File: config.mk
export PLATFORM = sky130hd
export DESIGN_NAME = axil_cmd_master_flat
export DESIGN_NICKNAME = d
export VERILOG_FILES = /design/src/rtl/axil_cmd_master_if.sv /design/src/rtl/axil_cmd_master.sv /design/src/flat_wrapper.sv
export SDC_FILE = /design/constraint.sdc
export NUM_CORES = 1
export LEC_CHECK = 0
export BUFFER_PORTS_ARGS = -buffer_cell sky130_fd_sc_hd__buf_2
export CAP_MARGIN = 0
export CORE_MARGIN = 1
export CORE_UTILIZATION = 46
export DETAILED_ROUTE_END_ITERATION = 8
export PLACE_DENSITY_LB_ADDON = 0.25
export SETUP_SLACK_MARGIN = 0.1
export SLEW_MARGIN = 10
export SYNTH_ARGS = -nofsm -noshare
export SYNTH_HDL_FRONTEND = slang
export SYNTH_SLANG_ARGS = --single-unit
File: constraint.sdc
create_clock -name aclk -period 2.5 [get_ports aclk]
set_clock_uncertainty 0.05 [all_clocks]
set_input_delay 0.5 -clock aclk [delete_from_list [all_inputs] [get_ports aclk]]
set_output_delay 0.5 -clock aclk [all_outputs]
set_load 0.005 [all_outputs]
File: src/rtl/axil_cmd_master_if.sv
// axil_cmd_master_if: command/response stream plus AXI4-Lite master bus of axil_cmd_master.
interface axil_cmd_master_if;
    logic        cmd_valid;
    logic        cmd_ready;
    logic        cmd_write;
    logic [31:0] cmd_addr;
    logic [31:0] cmd_wdata;
    logic [3:0]  cmd_wstrb;
    logic        rsp_valid;
    logic        rsp_ready;
    logic [31:0] rsp_rdata;
    logic [1:0]  rsp_resp;
    logic        rsp_write;
    logic        rsp_timeout;
    logic [31:0] axi_awaddr;
    logic        axi_awvalid;
    logic        axi_awready;
    logic [31:0] axi_wdata;
    logic [3:0]  axi_wstrb;
    logic        axi_wvalid;
    logic        axi_wready;
    logic [1:0]  axi_bresp;
    logic        axi_bvalid;
    logic        axi_bready;
    logic [31:0] axi_araddr;
    logic        axi_arvalid;
    logic        axi_arready;
    logic [31:0] axi_rdata;
    logic [1:0]  axi_rresp;
    logic        axi_rvalid;
    logic        axi_rready;

    modport master (
        input  cmd_valid, cmd_write, cmd_addr, cmd_wdata, cmd_wstrb, rsp_ready,
        input  axi_awready, axi_wready, axi_bresp, axi_bvalid, axi_arready, axi_rdata, axi_rresp, axi_rvalid,
        output cmd_ready, rsp_valid, rsp_rdata, rsp_resp, rsp_write, rsp_timeout,
        output axi_awaddr, axi_awvalid, axi_wdata, axi_wstrb, axi_wvalid, axi_bready,
        output axi_araddr, axi_arvalid, axi_rready
    );

    modport slave (
        output cmd_valid, cmd_write, cmd_addr, cmd_wdata, cmd_wstrb, rsp_ready,
        output axi_awready, axi_wready, axi_bresp, axi_bvalid, axi_arready, axi_rdata, axi_rresp, axi_rvalid,
        input  cmd_ready, rsp_valid, rsp_rdata, rsp_resp, rsp_write, rsp_timeout,
        input  axi_awaddr, axi_awvalid, axi_wdata, axi_wstrb, axi_wvalid, axi_bready,
        input  axi_araddr, axi_arvalid, axi_rready
    );
endinterface

File: src/rtl/axil_cmd_master.sv
// axil_cmd_master: single-outstanding AXI4-Lite initiator fed by a command/response stream.
// Define AXIL_CMD_MASTER_TIMEOUT_EN to enable the hung-slave watchdog (TIMEOUT_CYCLES).
module axil_cmd_master #(
    parameter int TIMEOUT_CYCLES = 1024
) (
    input logic               aclk,
    input logic               aresetn,
    axil_cmd_master_if.master bus
);
    typedef enum logic [2:0] {IDLE, WR_REQ, WR_RESP, RD_REQ, RD_DATA, RSP} state_t;
    state_t state, state_n;
    logic aw_done, w_done, accept, aw_hs, w_hs, ar_hs, b_hs, r_hs, busy, tmo;

    assign bus.cmd_ready  = state == IDLE;
    assign bus.axi_bready = state == WR_RESP;
    assign bus.axi_rready = state == RD_DATA;
    assign accept = bus.cmd_valid && state == IDLE;
    assign aw_hs  = bus.axi_awvalid && bus.axi_awready;
    assign w_hs   = bus.axi_wvalid && bus.axi_wready;
    assign ar_hs  = bus.axi_arvalid && bus.axi_arready;
    assign b_hs   = bus.axi_bready && bus.axi_bvalid;
    assign r_hs   = bus.axi_rready && bus.axi_rvalid;
    assign busy   = state inside {WR_REQ, WR_RESP, RD_REQ, RD_DATA};

`ifdef AXIL_CMD_MASTER_TIMEOUT_EN
    localparam logic [15:0] TMO_LAST = 16'(TIMEOUT_CYCLES - 1);
    logic [15:0] cnt;
    logic        timeout_q;
    // A real slave response in the final cycle wins over the watchdog
    assign tmo = busy && cnt == TMO_LAST && !b_hs && !r_hs;
    assign bus.rsp_timeout = timeout_q;
    always_ff @(posedge aclk or negedge aresetn) begin
        if (!aresetn) begin
            cnt       <= '0;
            timeout_q <= 1'b0;
        end else begin
            cnt       <= accept ? '0 : busy ? cnt + 16'd1 : cnt;
            timeout_q <= tmo ? 1'b1 : (b_hs || r_hs) ? 1'b0 : timeout_q;
        end
    end
`else
    logic [31:0] unused_timeout;
    assign unused_timeout  = TIMEOUT_CYCLES;
    assign tmo             = 1'b0;
    assign bus.rsp_timeout = 1'b0;
`endif

    always_ff @(posedge aclk or negedge aresetn) begin
        if (!aresetn) state <= IDLE;
        else          state <= state_n;
    end

    always_comb begin
        state_n = state;
        case (state)
            IDLE:    if (bus.cmd_valid) state_n = bus.cmd_write ? WR_REQ : RD_REQ;
            WR_REQ:  if ((aw_done || aw_hs) && (w_done || w_hs)) state_n = WR_RESP;
            WR_RESP: if (b_hs) state_n = RSP;
            RD_REQ:  if (ar_hs) state_n = RD_DATA;
            RD_DATA: if (r_hs) state_n = RSP;
            RSP:     if (bus.rsp_ready) state_n = IDLE;
            default: state_n = IDLE;
        endcase
        if (tmo) state_n = RSP;
    end

    always_ff @(posedge aclk or negedge aresetn) begin
        if (!aresetn) begin
            aw_done         <= 1'b0;
            w_done          <= 1'b0;
            bus.axi_awaddr  <= '0;
            bus.axi_awvalid <= 1'b0;
            bus.axi_wdata   <= '0;
            bus.axi_wstrb   <= '0;
            bus.axi_wvalid  <= 1'b0;
            bus.axi_araddr  <= '0;
            bus.axi_arvalid <= 1'b0;
            bus.rsp_valid   <= 1'b0;
            bus.rsp_rdata   <= '0;
            bus.rsp_resp    <= '0;
            bus.rsp_write   <= 1'b0;
        end else begin
            if (accept) begin
                bus.rsp_write <= bus.cmd_write;
                if (bus.cmd_write) begin
                    bus.axi_awaddr <= {bus.cmd_addr[31:2], 2'b00};
                    bus.axi_wdata  <= bus.cmd_wdata;
                    bus.axi_wstrb  <= bus.cmd_wstrb;
                end else begin
                    bus.axi_araddr <= {bus.cmd_addr[31:2], 2'b00};
                end
            end
            aw_done         <= !accept && (aw_done || aw_hs);
            w_done          <= !accept && (w_done || w_hs);
            bus.axi_awvalid <= !tmo && (accept ? bus.cmd_write : bus.axi_awvalid && !bus.axi_awready);
            bus.axi_wvalid  <= !tmo && (accept ? bus.cmd_write : bus.axi_wvalid && !bus.axi_wready);
            bus.axi_arvalid <= !tmo && (accept ? !bus.cmd_write : bus.axi_arvalid && !bus.axi_arready);
            bus.rsp_valid   <= state_n == RSP;
            if (tmo) begin
                bus.rsp_resp  <= 2'b11;
                bus.rsp_rdata <= '0;
            end else if (b_hs) begin
                bus.rsp_resp  <= bus.axi_bresp;
                bus.rsp_rdata <= '0;
            end else if (r_hs) begin
                bus.rsp_resp  <= bus.axi_rresp;
                bus.rsp_rdata <= bus.axi_rdata;
            end
        end
    end
endmodule
File: src/flat_wrapper.sv
// flat-port wrapper written by rule: the top's interface ports become plain ports
module axil_cmd_master_flat 
#(
    parameter int TIMEOUT_CYCLES = 1024
)
  (aclk, aresetn, bus_cmd_valid, bus_cmd_write, bus_cmd_addr, bus_cmd_wdata, bus_cmd_wstrb, bus_rsp_ready, bus_axi_awready, bus_axi_wready, bus_axi_bresp, bus_axi_bvalid, bus_axi_arready, bus_axi_rdata, bus_axi_rresp, bus_axi_rvalid, bus_cmd_ready, bus_rsp_valid, bus_rsp_rdata, bus_rsp_resp, bus_rsp_write, bus_rsp_timeout, bus_axi_awaddr, bus_axi_awvalid, bus_axi_wdata, bus_axi_wstrb, bus_axi_wvalid, bus_axi_bready, bus_axi_araddr, bus_axi_arvalid, bus_axi_rready);
  axil_cmd_master_if bus_i ();
  input logic aclk;
  input logic aresetn;
  input wire logic [$bits(bus_i.cmd_valid)-1:0] bus_cmd_valid;
  input wire logic [$bits(bus_i.cmd_write)-1:0] bus_cmd_write;
  input wire logic [$bits(bus_i.cmd_addr)-1:0] bus_cmd_addr;
  input wire logic [$bits(bus_i.cmd_wdata)-1:0] bus_cmd_wdata;
  input wire logic [$bits(bus_i.cmd_wstrb)-1:0] bus_cmd_wstrb;
  input wire logic [$bits(bus_i.rsp_ready)-1:0] bus_rsp_ready;
  input wire logic [$bits(bus_i.axi_awready)-1:0] bus_axi_awready;
  input wire logic [$bits(bus_i.axi_wready)-1:0] bus_axi_wready;
  input wire logic [$bits(bus_i.axi_bresp)-1:0] bus_axi_bresp;
  input wire logic [$bits(bus_i.axi_bvalid)-1:0] bus_axi_bvalid;
  input wire logic [$bits(bus_i.axi_arready)-1:0] bus_axi_arready;
  input wire logic [$bits(bus_i.axi_rdata)-1:0] bus_axi_rdata;
  input wire logic [$bits(bus_i.axi_rresp)-1:0] bus_axi_rresp;
  input wire logic [$bits(bus_i.axi_rvalid)-1:0] bus_axi_rvalid;
  output wire logic [$bits(bus_i.cmd_ready)-1:0] bus_cmd_ready;
  output wire logic [$bits(bus_i.rsp_valid)-1:0] bus_rsp_valid;
  output wire logic [$bits(bus_i.rsp_rdata)-1:0] bus_rsp_rdata;
  output wire logic [$bits(bus_i.rsp_resp)-1:0] bus_rsp_resp;
  output wire logic [$bits(bus_i.rsp_write)-1:0] bus_rsp_write;
  output wire logic [$bits(bus_i.rsp_timeout)-1:0] bus_rsp_timeout;
  output wire logic [$bits(bus_i.axi_awaddr)-1:0] bus_axi_awaddr;
  output wire logic [$bits(bus_i.axi_awvalid)-1:0] bus_axi_awvalid;
  output wire logic [$bits(bus_i.axi_wdata)-1:0] bus_axi_wdata;
  output wire logic [$bits(bus_i.axi_wstrb)-1:0] bus_axi_wstrb;
  output wire logic [$bits(bus_i.axi_wvalid)-1:0] bus_axi_wvalid;
  output wire logic [$bits(bus_i.axi_bready)-1:0] bus_axi_bready;
  output wire logic [$bits(bus_i.axi_araddr)-1:0] bus_axi_araddr;
  output wire logic [$bits(bus_i.axi_arvalid)-1:0] bus_axi_arvalid;
  output wire logic [$bits(bus_i.axi_rready)-1:0] bus_axi_rready;
  assign bus_i.cmd_valid = bus_cmd_valid;
  assign bus_i.cmd_write = bus_cmd_write;
  assign bus_i.cmd_addr = bus_cmd_addr;
  assign bus_i.cmd_wdata = bus_cmd_wdata;
  assign bus_i.cmd_wstrb = bus_cmd_wstrb;
  assign bus_i.rsp_ready = bus_rsp_ready;
  assign bus_i.axi_awready = bus_axi_awready;
  assign bus_i.axi_wready = bus_axi_wready;
  assign bus_i.axi_bresp = bus_axi_bresp;
  assign bus_i.axi_bvalid = bus_axi_bvalid;
  assign bus_i.axi_arready = bus_axi_arready;
  assign bus_i.axi_rdata = bus_axi_rdata;
  assign bus_i.axi_rresp = bus_axi_rresp;
  assign bus_i.axi_rvalid = bus_axi_rvalid;
  assign bus_cmd_ready = bus_i.cmd_ready;
  assign bus_rsp_valid = bus_i.rsp_valid;
  assign bus_rsp_rdata = bus_i.rsp_rdata;
  assign bus_rsp_resp = bus_i.rsp_resp;
  assign bus_rsp_write = bus_i.rsp_write;
  assign bus_rsp_timeout = bus_i.rsp_timeout;
  assign bus_axi_awaddr = bus_i.axi_awaddr;
  assign bus_axi_awvalid = bus_i.axi_awvalid;
  assign bus_axi_wdata = bus_i.axi_wdata;
  assign bus_axi_wstrb = bus_i.axi_wstrb;
  assign bus_axi_wvalid = bus_i.axi_wvalid;
  assign bus_axi_bready = bus_i.axi_bready;
  assign bus_axi_araddr = bus_i.axi_araddr;
  assign bus_axi_arvalid = bus_i.axi_arvalid;
  assign bus_axi_rready = bus_i.axi_rready;
  axil_cmd_master #(.TIMEOUT_CYCLES(TIMEOUT_CYCLES)) u_core (.aclk(aclk), .aresetn(aresetn), .bus(bus_i));
endmodule
Word level (Yosys, flattened, before mapping)
Cells that the tools add are included.

storage, ports and cells
  bits in registers = 140
  bits of input ports = 114
  output and inout port bits = 143
  logic and storage cells = 59

operators by class
  equal/unequal tests = 6
  multiplexer cells = 15
  bitwise operators = 1
  reductions and logical operators = 23

operator list
  cell                number
  $mux 32             2
  $mux 3              6
  $pmux 3 s6          1
  $logic_and 1x1->1   12
  $eq 3x3->1 const B  3
  $eq 3x2->1 const B  2
  $mux 2              3
  $logic_not 1->1     5
  $reduce_and 2->1    2
  $eq 3x1->1 const B  1
  $logic_not 3->1     1
  $mux 1              3
  $logic_or 1x1->1    2
  $reduce_bool 2->1   1
  $not 1->1           1

Logic depth before layout (Yosys ltp)
  depth in word-level cells = 6
  gate-level depth with buffers = 7
  depth with buffers taken out = 4

Worst setup path before layout
OpenSTA, ideal clock, no wires.

  path type = reg2reg
  start point = register u_core.state[1]
  end point = register u_core.bus.axi_araddr[10]
  library setup time = 0.128 ns
  data arrival time = 1.691 ns
  required time = 2.322 ns
  slack = 0.632 ns
  stages on the path, launching flop included = 7
  path buffers = 3
  clock period less this slack = 1.868 ns
  cells stage by stage = dfrtp_1 -> buf_6 -> nor4b_4 -> nor2b_1 -> buf_2 -> buf_4 -> mux2_1

on the way
  longest elaborated chain between the ends = 3

RTL lines
  element                     RTL line                  text
  start: declaration          axil_cmd_master.sv:11     state_t state, state_n;
  start signal: assignment    axil_cmd_master.sv:50     else state <= state_n;
  $logic_not 3->1             axil_cmd_master.sv:17     assign accept = bus.cmd_valid && state == IDLE;
  $logic_and 1x1->1           axil_cmd_master.sv:17
  $reduce_and 2->1 (no line)  --
  end signal: assignment      axil_cmd_master.sv:90     bus.axi_araddr <= {bus.cmd_addr[31:2], 2'b00};
  end: declaration            axil_cmd_master_if.sv:38  output axi_araddr, axi_arvalid, axi_rready

No other way between the ends.
A chain may end at the register's enable or synchronous reset.

Worst setup path after layout
  start point = register u_core.state[0]
  end point = register u_core.bus.axi_araddr[2]

Same word-level chain as after synthesis.

==> metrics.yaml <==
cts:
  clk_pin_slew_ns: 0.06
  numCtsBuffers: 17
  postCtsSetupBuffers: 0
  tritoncts: "built"
  cts_resized: 0
  clock_sinks: 140
  htree_levels: 4
  cts_buffer_depth: 2
  clk_latency_ns: 0.41
  root_buffer: "clkbuf_16"
synthesis:
  synth_area_leaders: "dfrtp_1 (65%), mux2_2 (11%), mux2_1 (5.6%), a22o_1 (5.2%), mux2_4 (5.0%)"
  ys_types: 27
  netlist.area_leader.share_pct: 64.8
  yosysTopAreaCell: "dfrtp_1"
  yosysSeqAreaShare_pct: 64.8
  ys_seq_elements: 140
  synth_cells: 347
  avgSynthCellArea_sq_um: 15.6
  synth_area_sq_um: 5410
  synth_warnings: 0
global_route:
  grt_max_degree: 59
  grt_first_pass_wirelength_mm: 20.4
  grt_pass1_vias: 3943
  grtUsageTotal_pct: 21.3
  grt_remaining_overflow: 0
  antenna_found_initial: 0
power:
  vdd_drop_max_v: 0.000968
  total_leakage_power_nw: 3.86
  cellPowerDensity_nw_per_um2: 1270
timing:
  setup_ws_ns: 0.415
  finalHoldViolCount: 0
  finalSetupViolCount: 0
  period_minus_slack_ns: 2.08
  setup_tns_ns: 0
  post-route-period-util_pct: 83.4
  fmax_ghz: 0.480
  rsz0062_at_grt: "no"
  worst_pin_slew_ns: 0.590
  drv_slew: 0
  whs_ns: 0.257
  relSlewSlack_pct: 60.3
critical_path:
  r2r-end: "u_core.bus.axi_araddr[2]$_DFFE_PN0P_"
  critPathCaptureType: "flip-flop"
  cpPeakStageDelay_ns: 0.53
  path_class: "flip-flop to flip-flop"
  worstPathMaxFanout: 23
  path_buf_inv: 1
  slowest_stage: "dfrtp_1"
  ff2ff_path_depth: 4
  critPathTopFamily: "simple AND/OR/NAND/NOR gates"
  crit_required_ns: 2.74
  regToRegStartpoint: "u_core.state[0]$_DFF_PN0_"
  cp_data_arrival_time_ns: 2.33
  reg2reg_slack_ns: 0.42
  path_depth: 4
  worstPathCellList: "nor4b_4, nor2b_4, buf_4, mux2_2"
  worstSetupStartpointType: "flip-flop"
finish:
  syn2layout_area_growth_pct: 36.3
  final_common_cell: "buf_2"
  antenna_cells: 0
  drive_gt1_share_pct: 58.6
  fin_cells: 759
  fin_area_sq_um: 7370
  final_cell_mix: "buf_2 (248), dfrtp_1 (140), mux2_2 (51)"
  nNetsFinal: 718
drt:
  drt_wl_total_mm: 12.4
  drtIter0Drc: 204
  firstDrtPassIters: 4
  drc_errors: 0
  vias: 3763
  via_per_inst: 4.96
  avgRoutedWirePerCell_microns: 16.3
  ant_nets: 0
placed_design:
  io_buffers: 249
  place.gp.congestion: 0.785
  placed_cell_area_sq_um: 6790
  placed_cells: 727
  dp_slack_ns: 0.394
  dp_hpwl_mm: 8.79
status:
  status: "finished, final reports clean"
die:
  die_w_microns: 110
  die_y_microns: 110
  coreArea_sq_um: 11400
  dieArea_sq_um: 12200
  io_pins: 257
  rows: 39
  start_util_pct: 47.3
flow_run:
  max_cap_viol_count: 0
min_path:
  holdPathEnd: "u_core.bus.rsp_rdata[27]$_DFFE_PN0P_"
  hold_depth: 2
  hold_class: "input pin to flip-flop"
  min_from: "bus_axi_rdata[27]"
repair_timing:
| item | 4_1_cts | 5_1_grt |
|---|---|---|
| endpoints found under the setup margin | 0 | 0 |
| endpoints found under the hold margin | 10 | 0 |
| hold buffers | 1 | 0 |
flip-flops by register name (all words and copies together) (netlist names):
| register | cells |
|---|---|
| u_core.bus.axi_arvalid | 1 |
| u_core.aw_done | 1 |
| u_core.bus.axi_awvalid | 1 |
| u_core.bus.axi_wdata | 32 |
| u_core.bus.axi_araddr | 30 |
| u_core.bus.rsp_rdata | 32 |
| u_core.bus.axi_awaddr | 30 |
| u_core.state | 3 |
| u_core.bus.rsp_valid | 1 |
| u_core.bus.rsp_write | 1 |
| u_core.bus.axi_wvalid | 1 |
| u_core.bus.axi_wstrb | 4 |
| u_core.w_done | 1 |
| u_core.bus.rsp_resp | 2 |
through the flow:
step / total power [mW] / utilization [%]
6_report: 9.33 / 64.5
3_5_place_dp: 7.00 / 59.5
2_1_floorplan: 5.48 / -
3_3_place_gp: 6.84 / 59.5
5_1_grt: 9.88 / 64.5
4_1_cts: 9.45 / 64.5
power breakdown:
part / leakage (nW) / switching (mW) / internal, mW
Combinational: 1.85 / 1.23 / 1.78
Sequential: 1.73 / 0.594 / 3.34
Clock: 0.275 / 0.898 / 1.49
area by class of cell:
type | instances | area (sq um)
timing repair buffer | 260 | 1350
tap | 143 | 179
fill | 920 | 4050
multi-input combinational | 183 | 1760
sequential | 140 | 3500
inverter | 2 | 7.51
clock inverter | 6 | 60.1
clock buffer | 25 | 505
how the worst max path moves through the flow:
stage | from | endpoint | slack [ns]
floorplan | u_core.state[1]$_DFF_PN0_ | u_core.bus.axi_araddr[10]$_DFFE_PN0P_ | 0.63
detailed placement | u_core.state[0]$_DFF_PN0_ | u_core.bus.axi_araddr[2]$_DFFE_PN0P_ | 0.39
global route | u_core.state[0]$_DFF_PN0_ | u_core.bus.axi_araddr[30]$_DFFE_PN0P_ | 0.30
CTS | u_core.state[0]$_DFF_PN0_ | u_core.bus.axi_araddr[30]$_DFFE_PN0P_ | 0.38
global placement | u_core.state[0]$_DFF_PN0_ | u_core.bus.axi_araddr[2]$_DFFE_PN0P_ | 0.45
finish | u_core.state[0]$_DFF_PN0_ | u_core.bus.axi_araddr[2]$_DFFE_PN0P_ | 0.42
synthesized netlist by cell type:
cell type,count
dfrtp_1,140
mux2_2,51
a22o_1,32
mux2_1,27
mux2_4,18
o21ai_0,9
buf_4,8
clkbuf_1,8
nor2_1,8
buf_2,6
a21oi_1,5
nand2b_1,5
buf_6,4
nor3_1,4
mux2i_1,3
nand2_1,3
nor3b_1,3
inv_1,2
nand3_1,2
nand3b_1,2
a21o_1,1
a31oi_1,1
conb_1,1
nand2_2,1
nor2b_1,1
nor4b_4,1
or2_2,1
worst reg2reg max path, cell delays in order (launching register included):
cell and delay (ns):
dfrtp_1 0.53, nor4b_4 0.46, nor2b_4 0.22, buf_4 0.33, mux2_2 0.39
cells by family (layout without fill, tap and decap cells):
group	after synthesis	count (layout)	synth area share, %
flip-flops	140	140	64.8
AO/OA/AOI/OAI	48	48	6.74
AND/OR/NAND/NOR	31	31	3.38
buffers and inverters	28	293	3.19
other	1	5	0.0694
multiplexers	99	99	21.8
routing by layer:
layer	GRT usage (%)	share of wire (%)
met1	25.1	41
met2	36.2	52
met3	6.81	5.3
met4	8.18	1.7
met5	0	0
Note: power is estimated with default switching activity, not from simulation.
